File: src/rtl/qed_replay_queue.sv
// rtl/qed_replay_queue.sv - QED duplicate-instruction generator between fetch and decode
//
// Captures QED-eligible instructions (R/I ALU, LW, SW) while forwarding them (ORIG).
// Replays them with shadow-register remap in DUP.
// Optional feature macro: QED_MEM_REMAP_EN adds MEM_OFFSET to duplicated LW/SW imm12.
//
// Ports:
//   clk, rst (async active-low)
//   ena                 - QED enable; 0 flushes and passes through
//   exec_dup            - request duplicate phase
//   ifu_vld, ifu_qed_instruction - fetched instruction
//   stall_IF            - decode back-pressure, holds outputs
//   qed_vld, qed_ifu_instruction - registered output instruction
//   qed_ifu_stall       - fetch hold (DUP or FIFO full)
//   qed_count           - FIFO occupancy
//   qed_done            - one-cycle pulse after the last replay pop
module qed_replay_queue #(
    parameter int          DEPTH      = 8,
    parameter int          REG_OFFSET = 16,
    parameter logic [11:0] MEM_OFFSET = 12'h400
) (
    input  logic                       clk,
    input  logic                       rst,
    input  logic                       ena,
    input  logic                       exec_dup,
    input  logic                       ifu_vld,
    input  logic [31:0]                ifu_qed_instruction,
    input  logic                       stall_IF,
    output logic                       qed_vld,
    output logic [31:0]                qed_ifu_instruction,
    output logic                       qed_ifu_stall,
    output logic [$clog2(DEPTH):0]     qed_count,
    output logic                       qed_done
);

    localparam int PW = $clog2(DEPTH);
    localparam int CW = PW + 1;

    localparam logic [6:0] OP_R  = 7'b0110011;
    localparam logic [6:0] OP_I  = 7'b0010011;
    localparam logic [6:0] OP_LW = 7'b0000011;
    localparam logic [6:0] OP_SW = 7'b0100011;

    typedef enum logic {ORIG, DUP} state_t;

    state_t        state;
    logic [31:0]   fifo [DEPTH];
    logic [PW-1:0] wr_ptr;
    logic [PW-1:0] rd_ptr;
    logic [CW-1:0] count;
    logic [CW-1:0] count_nxt;
    logic          accept;
    logic          push;
    logic          pop;

    function automatic logic is_eligible(input logic [31:0] ins);
        case (ins[6:0])
            OP_R, OP_I: return 1'b1;
            OP_LW, OP_SW: return ins[14:12] == 3'b010;
            default: return 1'b0;
        endcase
    endfunction

    // x0 must stay x0 so the duplicate keeps its hardwired-zero semantics.
    function automatic logic [4:0] remap(input logic [4:0] r);
        return (r == 5'd0) ? 5'd0 : r + 5'(REG_OFFSET);
    endfunction

    // Only eligible instructions are stored, so the opcode alone selects the format.
    function automatic logic [31:0] dup_xform(input logic [31:0] ins);
        logic [31:0] o;
        logic [11:0] imm;
        o   = ins;
        imm = 12'd0;
        case (ins[6:0])
            OP_R: begin
                o[11:7]  = remap(ins[11:7]);
                o[19:15] = remap(ins[19:15]);
                o[24:20] = remap(ins[24:20]);
            end
            OP_I, OP_LW: begin
                o[11:7]  = remap(ins[11:7]);
                o[19:15] = remap(ins[19:15]);
            end
            OP_SW: begin
                o[19:15] = remap(ins[19:15]);
                o[24:20] = remap(ins[24:20]);
            end
            default: o = ins;
        endcase
`ifdef QED_MEM_REMAP_EN
        if (ins[6:0] == OP_LW) begin
            o[31:20] = ins[31:20] + MEM_OFFSET;
        end else if (ins[6:0] == OP_SW) begin
            // SW splits imm12 across imm[11:5] and imm[4:0]; add as one value then split.
            imm      = {ins[31:25], ins[11:7]} + MEM_OFFSET;
            o[31:25] = imm[11:5];
            o[11:7]  = imm[4:0];
        end
`else
        imm = MEM_OFFSET;
`endif
        return o;
    endfunction

    logic unused_imm;
    assign unused_imm = ^dup_xform(32'd0);

    assign qed_ifu_stall = (state == DUP) | (count == CW'(DEPTH));
    assign accept        = ifu_vld & ~stall_IF & ~qed_ifu_stall;
    assign push          = accept & ena & is_eligible(ifu_qed_instruction);
    assign pop           = (state == DUP) & ena & ~stall_IF;
    assign count_nxt     = count + CW'(push) - CW'(pop);
    assign qed_count     = count;

    always_ff @(posedge clk) begin
        if (push) begin
            fifo[wr_ptr] <= ifu_qed_instruction;
        end
    end

    always_ff @(posedge clk or negedge rst) begin
        if (!rst) begin
            state               <= ORIG;
            qed_vld             <= 1'b0;
            qed_ifu_instruction <= 32'h0000_0013;
            count               <= '0;
            wr_ptr              <= '0;
            rd_ptr              <= '0;
            qed_done            <= 1'b0;
        end else begin
            qed_done <= 1'b0;
            if (!stall_IF) begin
                if (state == DUP) begin
                    qed_vld <= pop;
                    if (pop) begin
                        qed_ifu_instruction <= dup_xform(fifo[rd_ptr]);
                    end
                end else begin
                    qed_vld <= accept;
                    if (accept) begin
                        qed_ifu_instruction <= ifu_qed_instruction;
                    end
                end
            end
            if (!ena) begin
                // Disable aborts silently: flush and return to ORIG without qed_done.
                state  <= ORIG;
                count  <= '0;
                wr_ptr <= '0;
                rd_ptr <= '0;
            end else begin
                count <= count_nxt;
                if (push) begin
                    wr_ptr <= wr_ptr + PW'(1);
                end
                if (pop) begin
                    rd_ptr <= rd_ptr + PW'(1);
                end
                case (state)
                    ORIG: begin
                        // count_nxt includes a same-cycle push, so it joins the replay.
                        if ((exec_dup && count_nxt != '0) || count_nxt == CW'(DEPTH)) begin
                            state <= DUP;
                        end
                    end
                    DUP: begin
                        if (pop && count == CW'(1)) begin
                            state    <= ORIG;
                            qed_done <= 1'b1;
                        end
                    end
                    default: state <= ORIG;
                endcase
            end
        end
    end

endmodule

File: config.mk
export PLATFORM = sky130hd
export DESIGN_NAME = qed_replay_queue
export DESIGN_NICKNAME = d
export VERILOG_FILES = /design/src/rtl/qed_replay_queue.sv
export SDC_FILE = /design/constraint.sdc
export NUM_CORES = 1
export LEC_CHECK = 0
export ABC_AREA = 1
export CAP_MARGIN = 25
export CORE_ASPECT_RATIO = 0.5
export CORE_UTILIZATION = 64
export DETAILED_ROUTE_END_ITERATION = 6
export GPL_ROUTABILITY_DRIVEN = 0
export PLACE_DENSITY = 0.88
export SETUP_SLACK_MARGIN = 0.15
export SYNTH_ARGS = -nofsm -noshare
export SYNTH_HDL_FRONTEND = slang
export SYNTH_SLANG_ARGS = --single-unit
File: constraint.sdc
create_clock -name clk -period 6.3 [get_ports clk]
set_input_delay 1.89 -clock clk [delete_from_list [all_inputs] [get_ports clk]]
set_output_delay 1.89 -clock clk [all_outputs]
set_load 0.02 [all_outputs]
==> results by group, run 1 <==
Global routing
  • Initial antenna violation count: 0
  • Number of global-route vias before repair: 9079
  • Gr ovfl total: 0
  • Global-route wire length before repair: 47.3 mm
  • GRT Total Usage: 0.304
  • Pin count of the biggest net entering global routing: 128

Synth
  • Multiplexer area fraction after synthesis: 0
  • Post-synthesis cell count: 1145
  • Most frequent cell after synthesis: edfxtp_1
  • Yosys top cell area share: 0.605
  • Ys flop type: edfxtp_1
  • Post-Synth Simple-Gate Area: 0.150
  • Commonest cells post-synth: 256 x edfxtp_1, 251 x nand2_1, 151 x nor2_1, 85 x o21ai_0, 84 x inv_1
  • Adder-Cell Fraction of Synth Area: 0.00946
  • Number of enable flip-flop cells after synthesis: 256
  • Compound-Gate Fraction of Synth Area: 0.0854
  • Post-synth ARST share: 0.150
  • Sequential fraction of the synthesis area: 0.694
  • Syn Nets: 1192
  • Synthesis warning total: 0
  • Top cells by area, synth: edfxtp_1 61%, dfrtp_1 8.3%, nand2_1 7.4%
  • Synthesized area: 12700 µm²
  • Syn Area/Cell: 11.1 µm²
  • Synth area leader: edfxtp_1
  • Largest family of logic cells by synthesized area: simple AND/OR/NAND/NOR gates
  • Netlist cell types: 33
  • Synth Register Bits: 301
  • Xor/xnor share of the synthesized area: 0.00138

Drt
  • Post-route ant nets: 0
  • Post-Route WL: 30.7 mm
  • DR pass1 iterations: 5
  • DRC violations left: 0
  • Initial drt markers: 1081
  • Vias: 9008
  • WL per Instance: 20.7 µm
  • DR vias/cell: 6.07

Clocking
  • Sinks on the clock net: 301
  • Post-CTS Resized: 0
  • CTS root buf: clkbuf_16
  • CTS buffer count: 25
  • Clk slew on worst S/H paths: 70 ps
  • CTS tree: done
  • Post-CTS Setup Bufs: 0
  • Hold Buf Count CTS: 0
  • Clock tree buffer depth: 3
  • Worst-skew pair later-pin latency: 530 ps
  • H-tree levels: 1

Status
  • Outcome: completed

Worst hold path
  • Min-delay src: qed_ifu_instruction[18]$_DFFE_PN0P_
  • Worst hold path class: flip-flop to flip-flop

Setup path
  • Flop-to-flop setup slack: 3020 ps
  • Worst r2r dst: state$_DFF_PN0_
  • Crit path from: ifu_qed_instruction[1]
  • R2R cell count: 12
  • Reg-to-reg startpoint: state$_DFF_PN0_
  • Critical path endpoint category: flip-flop
  • Startpoint Class: primary input
  • CP Max Fanout: 10
  • Req. time, crit path: 6720 ps
  • Crit path DAT: 4930 ps
  • CP Capture Point: state$_DFF_PN0_
  • Crit Path Class: primary input to flip-flop

Placed design
  • # port buffers: 76
  • DP HPWL: 16.5 mm

Finish
  • Ant diodes: 0
  • Nets: 1254
  • Layout cell share with drive strength beyond 1: 0.0661
  • Final Core Density: 0.763
  • Area Growth Syn to Fin: 13.7%

Timing
  • Achievable Freq: 222 MHz
  • Hold Vio Cnt, Final: 0
  • Final worst-path cycle share: 0.714
  • Setup Viol. Count Final: 0
  • Worst clock skew: 22.0 ps
  • Pins Over Slew Limit: 0
  • Slew @ Worst Pin: 876 ps
  • Post-layout min period: 4500 ps
  • Unrepaired setup endpoints after global routing: false
  • Slew headroom: 0.413
  • Setup_tns: 0 ps

Floorplanning
  • Core Area: 18900 µm²
  • Die area: 20500 µm²
  • Initial Util: 0.671
  • Rows: 35
  • Io pins: 77
  • Die Y-Extent: 102 µm
  • Die Width: 201 µm

Power and ir drop
  • VDD IR-drop max: 0.188 mV
  • Pwr dens: 356 nW/µm²
  • LEAKAGE: 5.55 nW
  • Total power draw: 5.15 mW

Run
  • Max-cap violations: 0
## metal layers
metal,track usage,vias to the layer above,share of wire
li1,-,4023,-
met5,0,-,0
met4,0.123,0,0.027
met2,0.511,609,0.48
met1,0.411,4294,0.38
met3,0.0454,82,0.11
## stage by stage
stage	cells	hold WS (ps)	area (µm²)	worst slack, ps
final	1484	484	14400	1800
after global routing	1484	508	14400	1510
after CTS	1483	493	14400	1840
after detailed placement	1438	476	13600	1330
after global placement	1437	468	13600	1470
after floorplan	1145	518	12700	1120
## worst min path at each step
stage / to / slack (ps) / cells after the start
2_1_floorplan: qed_ifu_instruction[0]$_DFFE_PN1P_ / 520 / 2
3_3_place_gp: qed_ifu_instruction[11]$_DFFE_PN0P_ / 470 / 2
3_5_place_dp: qed_vld$_DFFE_PN0N_ / 480 / 2
4_1_cts: qed_ifu_instruction[18]$_DFFE_PN0P_ / 490 / 2
5_1_grt: qed_vld$_DFFE_PN0N_ / 510 / 2
6_report: qed_ifu_instruction[18]$_DFFE_PN0P_ / 480 / 2
## report_power, final
| part | internal [mW] | switching [mW] |
|---|---|---|
| clock | 0.843 | 0.690 |
| sequential | 2.29 | 0.107 |
| combinational | 0.443 | 0.778 |
## critical path, stage by stage
cell and delay (ps):
clkdlybuf4s50_1 670, nand4_1 140, nor3_1 220, o21a_1 180, nand2_1 100, ha_1 290, inv_1 40, ha_1 200
fa_1 390, xor2_1 190, nor3_1 270, nand2_1 120, a211oi_1 230
## cells in the final DEF (no fill, tap or decap), types with 3 or more instances in the layout
master,Yosys,final
clkinv_1,3,3
a21oi_1,53,53
inv_2,5,5
o21bai_1,7,7
o21ai_0,85,85
o22ai_1,17,17
buf_12,0,5
o21a_1,5,5
buf_4,8,14
o21ai_1,26,26
nor2_1,151,151
nor3_2,0,8
o221ai_1,5,5
clkinv_2,0,8
edfxtp_1,256,256
inv_1,84,84
clkbuf_1,12,7
ha_1,8,8
dfstp_2,3,3
nand3_1,61,61
dfrtp_1,42,40
nand2_1,251,251
clkbuf_16,0,25
clkdlybuf4s50_1,0,75
## state kept, by name, indices dropped and copies added (netlist names)
name and flops:
qed_done 1, qed_ifu_instruction 32, qed_vld 1, rd_ptr 3, wr_ptr 3, fifo 256
qed_count 4, state 1
## logic make-up (layout without fill, tap and decap cells)
| family | count (synthesis) | after routing |
|---|---|---|
| simple gates | 478 | 478 |
| flops | 301 | 301 |
| compound gates | 201 | 201 |
| buf+inv | 154 | 234 |
| fa+ha+maj | 9 | 9 |
| xor+xnor | 2 | 2 |
## area by class of cell
class | instances | area, µm²
sequential | 301 | 8820
fill | 1054 | 4480
multi-input combinational | 690 | 3170
timing repair buffer | 96 | 972
clock buffer | 34 | 679
inverter | 93 | 357
tap | 259 | 324
clock inverter | 11 | 111
Power figures use the tool's default switching activity.
==> run 2, diff against run 1 <==
CORE_UTILIZATION = 54   (was 64)
PLACE_DENSITY = 0.79   (was 0.88)
clock period = 4 ns   (was 6.3 ns; I/O delays follow)
==> results by group, run 2 (synthesis results as in run 1) <==
Placed design
  • Placed cell area: 13800 µm² (+1.5%)
  • DP HPWL: 16.6 mm (+0.32%)
  • # port buffers: 76 (unchanged)

Floorplanning
  • Io pins: 77 (unchanged)
  • Initial Util: 0.554 (-0.118)
  • Die area: 24200 µm² (+18%)
  • Die Width: 219 µm (+8.8%)
  • Rows: 39 (+11%)
  • Die Y-Extent: 110 µm (+8.7%)
  • Core Area: 22900 µm² (+21%)

Finish
  • Layout cell share with drive strength beyond 1: 0.0825 (+0.0164)
  • Area Growth Syn to Fin: 16.1%
  • Ant diodes: 0 (unchanged)
  • Nets: 1275 (+1.7%)
  • Design area: 14800 µm² (+2.2%)
  • Most common cell after layout, fill and taps aside: edfxtp_1
  • Sequential cell area: 8820 µm² (unchanged)
  • Layout fillers: 1601 (+52%)
  • Multi-input gate area: 3170 µm² (unchanged)
  • Most flops, register: fifo
  • Commonest non-fill, non-tap cells in the layout: 256 x edfxtp_1, 251 x nand2_1, 151 x nor2_1, 85 x o21ai_0, 84 x inv_1
  • Max reg flops: 256 (unchanged)

Global routing
  • Pin count of the biggest net entering global routing: 128 (unchanged)
  • GRT Total Usage: 0.252 (-0.0524)
  • Gr ovfl total: 0 (unchanged)
  • Global-route wire length before repair: 47.1 mm (-0.42%)
  • Initial antenna violation count: 1 (+1)
  • Number of global-route vias before repair: 8973 (-1.2%)

Power and ir drop
  • Sw Share: 0.297 (-0.00882)
  • Clock network power share: 0.319 (+0.021)
  • Switching power: 2.47 mW (+57%)
  • Int Pwr: 5.84 mW (+64%)
  • Seq pwr share: 0.449 (-0.016)
  • LEAKAGE: 5.68 nW (+2.4%)
  • Pwr dens: 564 nW/µm² (+58%)
  • VDD IR-drop max: 0.309 mV (+65%)
  • Combinational power share: 0.233 (-0.004)

Setup path
  • CP Cell Sequence: clkdlybuf4s50_1 -> nand4_1 -> nor3_1 -> o21a_1 -> nand2_1 -> ha_1 -> inv_1 -> ha_1 -> fa_1 -> xor2_1 -> nor3_1 -> nand2_1 -> a211oi_1
  • Critical path endpoint category: flip-flop
  • CP Buf/Inv Count: 2 (unchanged)
  • Req. time, crit path: 4440 ps (-2280 ps)
  • Max incr delay on CP: 510 ps (-160 ps)
  • CP Max Fanout: 2 (-8)
  • Flop-to-flop setup slack: 1270 ps (-1750 ps)
  • Startpoint Class: primary input
  • Crit path DAT: 3840 ps (-1090 ps)
  • Crit path max-delay family: adder cells
  • Slowest library cell on the worst path: clkdlybuf4s50_1
  • Crit Path Class: primary input to flip-flop

Drt
  • Uppermost layer routed: met4
  • Initial drt markers: 917 (-15%)
  • DR pass1 iterations: 5 (unchanged)
  • WL per Instance: 19.2 µm (-6.9%)
  • Vias: 8857 (-1.7%)
  • Post-Route WL: 29.9 mm (-2.5%)
  • Met1 Routed Length: 12.3 mm (+5.2%)
  • DR vias/cell: 5.70 (-6.2%)
  • DRC violations left: 0 (unchanged)
  • Post-route ant nets: 0 (unchanged)
  • Met3 WL: 2.35 mm (-30%)
  • Routed met2 length: 14.5 mm (-2.0%)

Timing
  • Hold Vio Cnt, Final: 0 (unchanged)
  • Achievable Freq: 294 MHz
  • Worst clock skew: 15.6 ps (-6.40 ps)
  • Slew headroom: 0.377 (-0.0356)
  • Slew @ Worst Pin: 928 ps (+52.5 ps)
  • Final worst-path cycle share: 0.851
  • Setup Viol. Count Final: 0 (unchanged)
  • WHS: 493 ps (+8.49 ps)
  • Post-layout min period: 3400 ps
  • Pins Over Slew Limit: 0 (unchanged)
  • Unrepaired setup endpoints after global routing: false

Run
  • Max-cap violations: 0 (unchanged)

Clocking
  • CTS root buf: clkbuf_16
  • Post-CTS Setup Bufs: 0 (unchanged)
  • Clk slew on worst S/H paths: 70 ps (about the same)
  • H-tree levels: 1 (unchanged)
  • Clock tree buffer depth: 3 (unchanged)
  • Hold Buf Count CTS: 0 (unchanged)
  • Worst-skew pair later-pin latency: 530 ps (about the same)
  • Post-CTS Resized: 0 (unchanged)
  • CTS tree: done
  • Sinks on the clock net: 301 (unchanged)
  • CTS buffer count: 27 (+8.0%)

Worst hold path
  • Worst hold path class: flip-flop to flip-flop

Status
  • Outcome: completed
## run 2: path summary, 6_finish.rpt
path                       cells after the start                                   to                           startpoint
setup reg to reg                              14                      state$_DFF_PN0_               qed_count[2]$_DFF_PN0_
hold reg to reg                                1  qed_ifu_instruction[10]$_DFFE_PN0P_  qed_ifu_instruction[10]$_DFFE_PN0P_
min in group asynchronous                      1               qed_count[1]$_DFF_PN0_                                  rst
hold / removal                                 1  qed_ifu_instruction[10]$_DFFE_PN0P_  qed_ifu_instruction[10]$_DFFE_PN0P_
max in group asynchronous                      2   qed_ifu_instruction[4]$_DFFE_PN1P_                                  rst
setup / recovery                              13                      state$_DFF_PN0_                                  ena
## run 2: final cells by class
cell class	instances	share of cell area
clock buffers	30	0.0479
clock inverters	19	0.0135
inverters	93	0.0242
multi-input cells	690	0.215
flip-flops and latches	301	0.598
well taps	307	0.0260
repair buffers	115	0.0753
## run 2: power groups by stage
stage	clock network (mW)	logic (mW)	registers, mW
6_report	2.65	1.94	3.73
5_1_grt	2.80	2.11	3.75
4_1_cts	2.66	1.93	3.73
3_5_place_dp	0	1.91	3.79
3_3_place_gp	0	1.85	3.78
2_1_floorplan	0	1.00	3.98
## run 2: through the flow
step	cells	util	setup WS [ps]	setup TNS [ps]	power [mW]
5_1_grt	1555	0.643	455	0	8.66
4_1_cts	1555	0.643	622	0	8.33
6_report	1555	0.643	595	0	8.32
2_1_floorplan	1145	-	-490	-124020	4.98
3_5_place_dp	1506	0.604	63.8	0	5.70
3_3_place_gp	1506	0.604	166	0	5.63
## run 2: metal layers
metal  vias to the layer above  track usage
met5                         -            0
met4                         0       0.0898
met3                        72       0.0388
met2                       428        0.409
met1                      4293        0.347
li1                       4064            -
==> run 3, diff against run 2 <==
CORE_MARGIN = 2   (was default)
CORE_UTILIZATION = 56   (was 54)
CTS_BUF_LIST = sky130_fd_sc_hd__clkbuf_8   (was default)
PLACE_DENSITY = 0.82   (was 0.79)
==> results by group, run 3 (synthesis results as in run 1) <==
Drt
  • DR pass1 iterations: 6 (+1)
  • Post-route ant nets: 0 (unchanged)
  • Vias: 8929 (+0.81%)
  • WL per Instance: 19.3 µm (+0.12%)
  • DR vias/cell: 5.69 (about the same)
  • Initial drt markers: 1018 (+11%)
  • Post-Route WL: 30.2 mm (+0.95%)
  • DRC violations left: 0 (unchanged)

Timing
  • WHS: 488 ps (-4.60 ps)
  • Final worst-path cycle share: 0.866 (+0.0145)
  • Setup Viol. Count Final: 0 (unchanged)
  • Slew @ Worst Pin: 1030 ps (+97.6 ps)
  • Pins Over Slew Limit: 0 (unchanged)
  • Hold Vio Cnt, Final: 0 (unchanged)
  • Unrepaired setup endpoints after global routing: false
  • Slew headroom: 0.315 (-0.0622)
  • Post-layout min period: 3460 ps (+58.1 ps)
  • Final Worst Setup Slack: 537 ps (-58.1 ps)
  • Setup_tns: 0 ps (unchanged)
  • Achievable Freq: 289 MHz (-1.7%)
  • Worst clock skew: 27.9 ps (+12.2 ps)

Clocking
  • CTS root buf: clkbuf_8
  • Clk slew on worst S/H paths: 70 ps (about the same)
  • CTS buffer count: 41 (+52%)
  • CTS tree: done
  • Hold Buf Count CTS: 0 (unchanged)
  • H-tree levels: 2 (+1)
  • Sinks on the clock net: 301 (unchanged)
  • Worst-skew pair later-pin latency: 550 ps (+20 ps)
  • Post-CTS Setup Bufs: 0 (unchanged)
  • Clock tree buffer depth: 3 (unchanged)
  • Post-CTS Resized: 0 (unchanged)

Finish
  • Commonest non-fill, non-tap cells in the layout: 256 x edfxtp_1, 251 x nand2_1, 151 x nor2_1, 99 x inv_1, 85 x o21ai_0
  • Layout cell share with drive strength beyond 1: 0.0868 (+0.00422)
  • Most common cell after layout, fill and taps aside: edfxtp_1
  • Ant diodes: 0 (unchanged)
  • Nets: 1282 (+0.55%)
  • Area Growth Syn to Fin: 14.9%
  • Final Core Density: 0.664 (+0.0210)
  • Max reg flops: 256 (unchanged)
  • Design area: 14600 µm² (-1.1%)
  • Most flops, register: fifo
  • Post-Layout Cell Count: 1568 (+0.84%)

Floorplanning
  • Core Area: 22000 µm² (-4.2%)
  • Rows: 38 (-2.6%)
  • Die Y-Extent: 111 µm (about the same)
  • Die Width: 217 µm (-0.87%)
  • Io pins: 77 (unchanged)
  • Die area: 24000 µm² (-0.83%)
  • Initial Util: 0.578 (+0.0244)

Power and ir drop
  • LEAKAGE: 5.67 nW (-0.27%)
  • VDD IR-drop max: 0.302 mV (-2.3%)
  • Clock network power share: 0.281 (-0.038)
  • Pwr dens: 540 nW/µm² (-4.2%)
  • Sw Share: 0.316 (+0.0188)
  • Switching power: 2.49 mW (+0.74%)
  • Combinational power share: 0.241 (+0.008)
  • Total power draw: 7.88 mW (-5.3%)
  • Int Pwr: 5.39 mW (-7.8%)
  • Seq pwr share: 0.478 (+0.029)

Setup path
  • Critical path endpoint category: flip-flop
  • Req. time, crit path: 4430 ps (about the same)
  • Slowest library cell on the worst path: clkdlybuf4s50_1
  • Crit path DAT: 3900 ps (+60 ps)
  • CP Max Fanout: 2 (unchanged)
  • Max incr delay on CP: 470 ps (-40 ps)
  • Startpoint Class: primary input
  • Most frequent cell on the critical path: nand2_1
  • CP Cell Sequence: clkdlybuf4s50_1 -> nand2_1 -> nor2_1 -> buf_4 -> o21a_1 -> nand2_1 -> ha_1 -> inv_1 -> ha_1 -> fa_1 -> xor2_1 -> nor3_1 -> nand2_1 -> a211oi_1
  • Crit Path Class: primary input to flip-flop

Global routing
  • Gr ovfl total: 0 (unchanged)
  • Pin count of the biggest net entering global routing: 128 (unchanged)
  • GRT Total Usage: 0.254 (+0.00272)
  • Initial antenna violation count: 0 (-1)
  • Global-route wire length before repair: 47.3 mm (+0.54%)
  • Number of global-route vias before repair: 8862 (-1.2%)

Placed design
  • Placed cell area: 13800 µm² (-0.17%)
  • DP HPWL: 16.4 mm (-1.0%)
  • Place WS: -14.3 ps (-78.1 ps)
  • # port buffers: 76 (unchanged)
  • Placed insts: 1492 (-0.93%)

Status
  • Outcome: completed

Run
  • Max-cap violations: 0 (unchanged)

Worst hold path
  • Worst hold path class: flip-flop to flip-flop
-- run 3: cell count changes in the layout (fill, tap and decap cells not counted), sizes merged --
cell      delta
clkinv       +1
buf          -7
inv         +14
clkinvlp     -1
clkbuf      +17
bufinv       -4
-- run 3: layer usage --
layer | wire, µm | vias to the layer above | global-route usage
li1 | - | 4090 | -
met2 | 14700 | 511 | 0.430
met4 | 600 | 0 | 0.0726
met5 | 0 | - | 0
met1 | 11800 | 4266 | 0.339
met3 | 3070 | 62 | 0.0482
-- run 3: power by group through the flow --
stage | clock [mW] | combinational (mW) | sequential, mW
after floorplan | 0 | 1.00 | 3.98
after global placement | 0 | 1.81 | 3.82
after detailed placement | 0 | 1.88 | 3.83
after CTS | 2.22 | 1.89 | 3.76
after global routing | 2.36 | 2.06 | 3.79
final | 2.22 | 1.90 | 3.76
-- run 3: layout make-up --
type                            instances  area [µm²]
Clock inverter                         29         121
Tap cell                              300         375
Clock buffer                           47         647
Fill cell                            1502        7370
Inverter                               93         357
Multi-Input combinational cell        690        3170
Timing Repair Buffer                  108        1100
Sequential cell                       301        8820
-- run 3: worst paths after layout --
check | start | endpoint | slack, ps | cells past startpoint
setup / recovery | ifu_qed_instruction[13] | state$_DFF_PN0_ | 540 | 14
hold / removal | qed_ifu_instruction[15]$_DFFE_PN0P_ | qed_ifu_instruction[15]$_DFFE_PN0P_ | 490 | 2
setup reg to reg | rd_ptr[0]$_DFFE_PN0P_ | qed_ifu_instruction[11]$_DFFE_PN0P_ | 1050 | 13
hold reg to reg | qed_ifu_instruction[15]$_DFFE_PN0P_ | qed_ifu_instruction[15]$_DFFE_PN0P_ | 490 | 2
max in group asynchronous | rst | qed_ifu_instruction[4]$_DFFE_PN1P_ | 2680 | 2
min in group asynchronous | rst | wr_ptr[2]$_DFFE_PN0P_ | 610 | 1
-- run 3: worst max-delay path, delay by kind of cell --
kind	cells	cell delay, ps
simple gates	5	580
fa+ha+maj	3	880
xor+xnor	1	190
buf+inv	3	660
compound gates	2	380
